### src/rtl/fb_arb_pkg.sv
// Shared definitions for the frame-buffer port arbiter: default widths,
// frame size, freeze-sequencer states and the per-cycle port grant.
package fb_arb_pkg;

    localparam int unsigned DEF_ADDR_W     = 19;
    localparam int unsigned DEF_DATA_W     = 12;
    localparam int unsigned FRAME_PIXELS   = 307200;
    localparam int unsigned DEF_FIFO_DEPTH = 4;

    typedef enum logic [2:0] {
        ST_LIVE,
        ST_PENDING,
        ST_DRAIN,
        ST_FROZEN,
        ST_RESYNC
    } arb_state_e;

    typedef enum logic [1:0] {
        GNT_IDLE,
        GNT_READ,
        GNT_WRITE
    } grant_e;

endpackage

### src/rtl/fb_port_arbiter_if.sv
// Camera write stream, display read port and BRAM port of the frame-buffer
// arbiter; slave is the arbiter side, master the client/memory side.
interface fb_port_arbiter_if #(
    parameter int unsigned ADDR_W = fb_arb_pkg::DEF_ADDR_W,
    parameter int unsigned DATA_W = fb_arb_pkg::DEF_DATA_W
);

    logic              cam_we;
    logic [ADDR_W-1:0] cam_addr;
    logic [DATA_W-1:0] cam_data;

    logic              disp_re;
    logic [ADDR_W-1:0] disp_addr;
    logic [DATA_W-1:0] disp_data;
    logic              disp_valid;

    logic              mem_en;
    logic              mem_we;
    logic [ADDR_W-1:0] mem_addr;
    logic [DATA_W-1:0] mem_wdata;
    logic [DATA_W-1:0] mem_rdata;

    modport slave (
        input  cam_we, cam_addr, cam_data,
        input  disp_re, disp_addr,
        output disp_data, disp_valid,
        output mem_en, mem_we, mem_addr, mem_wdata,
        input  mem_rdata
    );

    modport master (
        output cam_we, cam_addr, cam_data,
        output disp_re, disp_addr,
        input  disp_data, disp_valid,
        input  mem_en, mem_we, mem_addr, mem_wdata,
        output mem_rdata
    );

endinterface

### src/rtl/fb_wr_fifo.sv
// Synchronous first-word-fall-through FIFO for camera writes. Flags are
// registered; a push into a full FIFO succeeds when a pop happens alongside.
module fb_wr_fifo #(
    parameter int unsigned WIDTH = 31,
    parameter int unsigned DEPTH = 4
) (
    input  logic             clk_reg,
    input  logic             rst,
    input  logic             push,
    input  logic             pop,
    input  logic [WIDTH-1:0] wdata,
    output logic [WIDTH-1:0] rdata,
    output logic             full,
    output logic             empty
);

    localparam int unsigned PTR_W = (DEPTH > 1) ? $clog2(DEPTH) : 1;

    logic [WIDTH-1:0] slots [DEPTH];
    logic [PTR_W-1:0] wr_ptr;
    logic [PTR_W-1:0] rd_ptr;
    logic [PTR_W:0]   count;
    logic [PTR_W:0]   count_next;
    logic             do_push;
    logic             do_pop;

    always_comb begin
        do_pop     = pop & ~empty;
        do_push    = push & (~full | do_pop);
        count_next = count;
        if (do_push && !do_pop) begin
            count_next = count + (PTR_W + 1)'(1);
        end else if (do_pop && !do_push) begin
            count_next = count - (PTR_W + 1)'(1);
        end
    end

    always_ff @(posedge clk_reg) begin
        if (rst) begin
            wr_ptr <= '0;
            rd_ptr <= '0;
            count  <= '0;
            full   <= 1'b0;
            empty  <= 1'b1;
        end else begin
            if (do_push) begin
                wr_ptr <= wr_ptr + PTR_W'(1);
            end
            if (do_pop) begin
                rd_ptr <= rd_ptr + PTR_W'(1);
            end
            count <= count_next;
            full  <= (count_next == (PTR_W + 1)'(DEPTH));
            empty <= (count_next == '0);
        end
    end

    always_ff @(posedge clk_reg) begin
        if (do_push) begin
            slots[wr_ptr] <= wdata;
        end
    end

    assign rdata = slots[rd_ptr];

endmodule

### src/rtl/fb_port_arbiter.sv
// Single-port frame-buffer arbiter: display reads take priority over buffered
// camera writes, with a freeze/snapshot sequencer gating the camera stream.
module fb_port_arbiter #(
    parameter int unsigned ADDR_W       = fb_arb_pkg::DEF_ADDR_W,
    parameter int unsigned DATA_W       = fb_arb_pkg::DEF_DATA_W,
    parameter int unsigned FRAME_PIXELS = fb_arb_pkg::FRAME_PIXELS,
    parameter int unsigned FIFO_DEPTH   = fb_arb_pkg::DEF_FIFO_DEPTH
) (
    input  logic                   clk_reg,
    input  logic                   rst,
    fb_port_arbiter_if.slave       bus,
    input  logic                   freeze_req,
    input  logic                   unfreeze_req,
    output logic                   frozen,
    output logic [15:0]            ovf_cnt
);

    import fb_arb_pkg::*;

    localparam int unsigned       ENTRY_W   = ADDR_W + DATA_W;
    localparam logic [ADDR_W-1:0] LAST_ADDR = ADDR_W'(FRAME_PIXELS - 1);

    arb_state_e         state;
    arb_state_e         state_next;
    grant_e             grant;
    logic               wr_accept;
    logic               fifo_push;
    logic               fifo_pop;
    logic               fifo_full;
    logic               fifo_empty;
    logic [ENTRY_W-1:0] fifo_rdata;
    logic               drop;
    logic               is_last;
    logic               is_first;
    logic               freeze_only;
    logic               unfreeze_only;

    fb_wr_fifo #(
        .WIDTH (ENTRY_W),
        .DEPTH (FIFO_DEPTH)
    ) u_wr_fifo (
        .clk_reg (clk_reg),
        .rst     (rst),
        .push    (fifo_push),
        .pop     (fifo_pop),
        .wdata   ({bus.cam_addr, bus.cam_data}),
        .rdata   (fifo_rdata),
        .full    (fifo_full),
        .empty   (fifo_empty)
    );

    always_ff @(posedge clk_reg) begin
        if (rst) begin
            state <= ST_LIVE;
        end else begin
            state <= state_next;
        end
    end

    // Simultaneous freeze and unfreeze cancel each other out.
    always_comb begin
        is_last       = (bus.cam_addr == LAST_ADDR);
        is_first      = (bus.cam_addr == '0);
        freeze_only   = freeze_req & ~unfreeze_req;
        unfreeze_only = unfreeze_req & ~freeze_req;

        grant = GNT_IDLE;
        if (bus.disp_re) begin
            grant = GNT_READ;
        end else if (!fifo_empty) begin
            grant = GNT_WRITE;
        end
        fifo_pop = (grant == GNT_WRITE);

        wr_accept  = 1'b0;
        state_next = state;
        case (state)
            ST_LIVE: begin
                wr_accept = 1'b1;
                if (freeze_only) begin
                    state_next = ST_PENDING;
                end
            end
            ST_PENDING: begin
                wr_accept = 1'b1;
                if (bus.cam_we && is_last) begin
                    state_next = ST_DRAIN;
                end else if (unfreeze_only) begin
                    state_next = ST_LIVE;
                end
            end
            ST_DRAIN: begin
                if (fifo_empty) begin
                    state_next = ST_FROZEN;
                end
            end
            ST_FROZEN: begin
                if (unfreeze_only) begin
                    state_next = ST_RESYNC;
                end
            end
            ST_RESYNC: begin
                if (bus.cam_we && is_first) begin
                    wr_accept  = 1'b1;
                    state_next = ST_LIVE;
                end else if (freeze_only) begin
                    state_next = ST_FROZEN;
                end
            end
            default: begin
                state_next = ST_LIVE;
            end
        endcase

        fifo_push = bus.cam_we & wr_accept;
        drop      = fifo_push & fifo_full & ~fifo_pop;
    end

    // Address and write data hold their last value while the port is idle.
    always_ff @(posedge clk_reg) begin
        if (rst) begin
            bus.mem_en     <= 1'b0;
            bus.mem_we     <= 1'b0;
            bus.mem_addr   <= '0;
            bus.mem_wdata  <= '0;
            bus.disp_valid <= 1'b0;
        end else begin
            case (grant)
                GNT_READ: begin
                    bus.mem_en    <= 1'b1;
                    bus.mem_we    <= 1'b0;
                    bus.mem_addr  <= bus.disp_addr;
                    bus.mem_wdata <= '0;
                end
                GNT_WRITE: begin
                    bus.mem_en    <= 1'b1;
                    bus.mem_we    <= 1'b1;
                    bus.mem_addr  <= fifo_rdata[ENTRY_W-1 -: ADDR_W];
                    bus.mem_wdata <= fifo_rdata[DATA_W-1:0];
                end
                default: begin
                    bus.mem_en <= 1'b0;
                    bus.mem_we <= 1'b0;
                end
            endcase
            bus.disp_valid <= bus.mem_en & ~bus.mem_we;
        end
    end

    // BRAM read data arrives one cycle after the read enable.
    always_comb begin
        bus.disp_data = bus.disp_valid ? bus.mem_rdata : '0;
    end

    always_ff @(posedge clk_reg) begin
        if (rst) begin
            ovf_cnt <= '0;
            frozen  <= 1'b0;
        end else begin
            if (drop && ovf_cnt != '1) begin
                ovf_cnt <= ovf_cnt + 16'd1;
            end
            frozen <= (state == ST_FROZEN);
        end
    end

endmodule

### src/flat_wrapper.sv
// flat-port wrapper written by rule: the top's interface ports become plain ports
module fb_port_arbiter_flat import fb_arb_pkg::*;
#(
    parameter int unsigned ADDR_W       = fb_arb_pkg::DEF_ADDR_W,
    parameter int unsigned DATA_W       = fb_arb_pkg::DEF_DATA_W,
    parameter int unsigned FRAME_PIXELS = fb_arb_pkg::FRAME_PIXELS,
    parameter int unsigned FIFO_DEPTH   = fb_arb_pkg::DEF_FIFO_DEPTH
)
  (clk_reg, rst, freeze_req, unfreeze_req, frozen, ovf_cnt, bus_cam_we, bus_cam_addr, bus_cam_data, bus_disp_re, bus_disp_addr, bus_disp_data, bus_disp_valid, bus_mem_en, bus_mem_we, bus_mem_addr, bus_mem_wdata, bus_mem_rdata);
  fb_port_arbiter_if #(.ADDR_W(ADDR_W), .DATA_W(DATA_W)) bus_i ();
  input  logic clk_reg;
  input  logic rst;
  input  logic freeze_req;
  input  logic unfreeze_req;
  output logic frozen;
  output logic [15:0] ovf_cnt;
  input wire logic [$bits(bus_i.cam_we)-1:0] bus_cam_we;
  input wire logic [$bits(bus_i.cam_addr)-1:0] bus_cam_addr;
  input wire logic [$bits(bus_i.cam_data)-1:0] bus_cam_data;
  input wire logic [$bits(bus_i.disp_re)-1:0] bus_disp_re;
  input wire logic [$bits(bus_i.disp_addr)-1:0] bus_disp_addr;
  output wire logic [$bits(bus_i.disp_data)-1:0] bus_disp_data;
  output wire logic [$bits(bus_i.disp_valid)-1:0] bus_disp_valid;
  output wire logic [$bits(bus_i.mem_en)-1:0] bus_mem_en;
  output wire logic [$bits(bus_i.mem_we)-1:0] bus_mem_we;
  output wire logic [$bits(bus_i.mem_addr)-1:0] bus_mem_addr;
  output wire logic [$bits(bus_i.mem_wdata)-1:0] bus_mem_wdata;
  input wire logic [$bits(bus_i.mem_rdata)-1:0] bus_mem_rdata;
  assign bus_i.cam_we = bus_cam_we;
  assign bus_i.cam_addr = bus_cam_addr;
  assign bus_i.cam_data = bus_cam_data;
  assign bus_i.disp_re = bus_disp_re;
  assign bus_i.disp_addr = bus_disp_addr;
  assign bus_disp_data = bus_i.disp_data;
  assign bus_disp_valid = bus_i.disp_valid;
  assign bus_mem_en = bus_i.mem_en;
  assign bus_mem_we = bus_i.mem_we;
  assign bus_mem_addr = bus_i.mem_addr;
  assign bus_mem_wdata = bus_i.mem_wdata;
  assign bus_i.mem_rdata = bus_mem_rdata;
  fb_port_arbiter #(.ADDR_W(ADDR_W), .DATA_W(DATA_W), .FRAME_PIXELS(FRAME_PIXELS), .FIFO_DEPTH(FIFO_DEPTH)) u_core (.clk_reg(clk_reg), .rst(rst), .bus(bus_i), .freeze_req(freeze_req), .unfreeze_req(unfreeze_req), .frozen(frozen), .ovf_cnt(ovf_cnt));
endmodule
### config.mk
export PLATFORM = sky130hd
export DESIGN_NAME = fb_port_arbiter_flat
export DESIGN_NICKNAME = d
export VERILOG_FILES = /design/src/rtl/fb_arb_pkg.sv /design/src/rtl/fb_port_arbiter_if.sv /design/src/rtl/fb_wr_fifo.sv /design/src/rtl/fb_port_arbiter.sv /design/src/flat_wrapper.sv
export SDC_FILE = /design/constraint.sdc
export NUM_CORES = 1
export LEC_CHECK = 0
export CAP_MARGIN = 30
export CORE_UTILIZATION = 53
export CTS_CLUSTER_SIZE = 28
export DETAILED_ROUTE_END_ITERATION = 7
export PLACE_DENSITY = 0.8
export SLEW_MARGIN = 20
export SYNTH_ARGS = -nofsm -noshare
export SYNTH_HDL_FRONTEND = slang
export SYNTH_SLANG_ARGS = --single-unit
export TNS_END_PERCENT = 30
### constraint.sdc
create_clock -name clk_reg -period 4 [get_ports clk_reg]
set_clock_uncertainty 0.1 [all_clocks]
set_input_delay 0.6 -clock clk_reg [delete_from_list [all_inputs] [get_ports clk_reg]]
set_output_delay 0.6 -clock clk_reg [all_outputs]
set_load 0.02 [all_outputs]
==> out/qor.yml <==
power_density_nw_per_um2: 557
crit_arrival_ns: 3.24
vias_per_cell: 5.78
place_congestion: 0.858
synth.avg_cell_area_sq_um: 14.2
clkTransAtPathRegs_ns: 0.06
antenna_left: 0
antenna_cells: 0
syn_inst: 536
async_flop_share_pct: 0
top_usage_layer: "met2"
drt_iter0_drc: 460
crit_required_ns: 4.25
finalCriticalPeriod_ns: 2.99
critPathMaxFanout: 20
worstHoldPathType: "flop to flop"
clkLatencyLatePin_ns: 0.43
die_w_um: 122
cp-start-kind: "input pin"
place_area_sq_um: 9170
finalCritPeriodShare_pct: 74.7
nNetsFinal: 745
drt_first_pass_iters: 5
relSlewSlack_pct: 54.1
cts_resized: 0
slew_viol_final: 0
cts_setup_buffers: 0
yosys_warnings: 0
layout-drive-gt1-share_pct: 12.7
die_area_sq_um: 14800
synth_nets: 611
cellLeakagePower_nw: 3.36
post-route-util_pct: 69.8
met2_usage_pct: 39.4
antenna_found_initial: 0
status: "completed"
root_buffer: "clkbuf_16"
grt.total_usage_pct: 23.5
tritoncts: "yes"
area_growth_pct: 27.7
dp_hpwl_mm: 11.1
ctsHoldBuffers: 0
setup_violations: 0
grt_max_degree: 52
synth_seq_area_share_pct: 66.0
num_rows: 43
fmax_mhz: 335
tightest_slew_ns: 0.688
drc: 0
drt-total-wl_mm: 16.7
die_h_um: 122
maxCapViolCount: 0
numClockSinks: 189
hold_slack_ns: 0.390
cts_made_buffers: 17
num_vias: 4987
ys.flop_type: "edfxtp_1"
grtUsageMet3_pct: 5.48
start_util_pct: 54.6
met1_usage_pct: 29.4
overflow: 0
cts_buffer_depth: 2
critPathCaptureType: "flop"
htree_levels: 4
core-area_sq_um: 13900
grt_pass1_wl_mm: 25.4
ys_ff_latch: 189
fin_setup_tns_ns: 0
portBuffers: 130
ys_types: 50
grt_pass1_vias: 4912
rsz0062_at_grt: "false"
io_pins: 131
ir_drop_mv: 0.338
netlist_area_sq_um: 7610
wire_per_inst_um: 19.3
stdcell_area_sq_um: 9720
hold_violations: 0
synth_edf_count: 124
crit_type: "input pin to flop"
## critical path, stage by stage
cell	delay, ns
clkdlybuf4s50_1	0.53
nor4_2	0.35
nand2_1	0.17
nor4_4	0.57
o21ai_2	0.32
or4b_1	0.54
a21oi_1	0.15
## per-stage QoR
stage | setup slack, ns | instances | power [mW]
after floorplan | 1.02 | 536 | 3.42
after global placement | 0.664 | 829 | 3.83
after detailed placement | 0.592 | 830 | 3.90
after CTS | 1.04 | 862 | 5.44
after global routing | 0.864 | 863 | 5.65
final | 1.01 | 863 | 5.42
## registers in the layout, indices dropped and copies added (netlist names), 2 cells and up, named ones only
signal	flops
u_core.bus.mem_addr	19
u_core.bus.mem_wdata	12
u_core.ovf_cnt	16
u_core.state	3
u_core.u_wr_fifo.count	3
u_core.u_wr_fifo.rd_ptr	2
u_core.u_wr_fifo.slots	124
u_core.u_wr_fifo.wr_ptr	2
## worst paths after layout
check / slack [ns] / cells past startpoint / end / start
setup reg to reg: 1.41 / 7 / u_core.ovf_cnt[10]$_SDFFE_PP0P_ / u_core.ovf_cnt[0]$_SDFFE_PP0P_
hold reg to reg: 0.39 / 1 / u_core.bus.disp_valid$_SDFF_PP0_ / u_core.bus.mem_we$_SDFF_PP0_
setup / recovery: 1.01 / 7 / u_core.ovf_cnt[11]$_SDFFE_PP0P_ / bus_cam_addr[4]
hold / removal: 0.39 / 1 / u_core.bus.disp_valid$_SDFF_PP0_ / u_core.bus.mem_we$_SDFF_PP0_
## cells in the mapped netlist (3+ instances only)
cell | number | area, sq um
mux2i_1 | 32 | 320
edfxtp_1 | 124 | 3720
o21a_1 | 5 | 37.5
nand3_1 | 9 | 45.0
a21oi_1 | 34 | 170
ha_1 | 7 | 87.6
o31ai_1 | 6 | 45.0
nor3_1 | 11 | 55.1
and2_1 | 12 | 75.1
o21ai_0 | 7 | 35.0
a31oi_1 | 5 | 31.3
nor4_1 | 4 | 25.0
or4_1 | 5 | 37.5
buf_2 | 4 | 20.0
or3_1 | 3 | 18.8
inv_1 | 11 | 41.3
nand2_1 | 18 | 67.6
mux2_2 | 3 | 33.8
nor2b_1 | 4 | 25.0
buf_1 | 3 | 11.3
xnor2_1 | 3 | 26.3
clkbuf_1 | 18 | 67.6
nor2_1 | 70 | 263
dfxtp_1 | 65 | 1300
and3_1 | 7 | 43.8
mux4_2 | 31 | 698
nand4_1 | 6 | 37.5
## placed cells by master, fill, tap and decap left out, types with 6 or more instances in the layout
cell	Yosys	final
clkdlybuf4s50_1	0	129
edfxtp_1	124	124
nor2_1	70	70
dfxtp_1	65	63
a21oi_1	34	34
mux2i_1	32	32
mux4_2	31	31
nand2_1	18	18
clkbuf_16	0	17
and2_1	12	12
inv_1	11	11
nor3_1	11	11
nand3_1	9	9
o21ai_0	7	7
ha_1	7	7
nand4_1	6	6
o31ai_1	6	6
clkbuf_1	18	6
## area by class of cell
| cell class | instances | area [sq um] |
|---|---|---|
| clock inverters | 9 | 88.8 |
| well taps | 180 | 225 |
| clock buffers | 23 | 448 |
| multi-input cells | 310 | 2440 |
| fillers | 894 | 4210 |
| repair buffers | 141 | 1450 |
| flip-flops and latches | 189 | 5030 |
| inverters | 11 | 41.3 |
## where the power goes
group / switching [mW] / internal [mW] / leakage, nW
logic: 0.694 / 0.654 / 1.44
clock network: 0.689 / 0.860 / 0.254
registers: 0.134 / 2.39 / 1.67
total: 1.52 / 3.90 / 3.36
## layer usage
| metal | share of wire [%] | routed length (um) |
|---|---|---|
| met1 | 41 | 6890 |
| met2 | 50 | 8360 |
| met3 | 7.0 | 1170 |
| met4 | 1.6 | 262 |
| met5 | 0 | 0 |
## cells by family (layout without fill, tap and decap cells)
kind of cell	after synthesis	after routing	synth area share (%)
AOI/OAI and AO/OA	70	70	5.65
xor gates and xnor gates	4	4	0.460
adders and majority gates	7	7	1.15
buffers and inverters	37	184	1.99
DFF	189	189	66.0
muxes	66	66	13.8
and+or+nand+nor	163	163	10.9
Note: power is estimated with default switching activity, not from simulation.
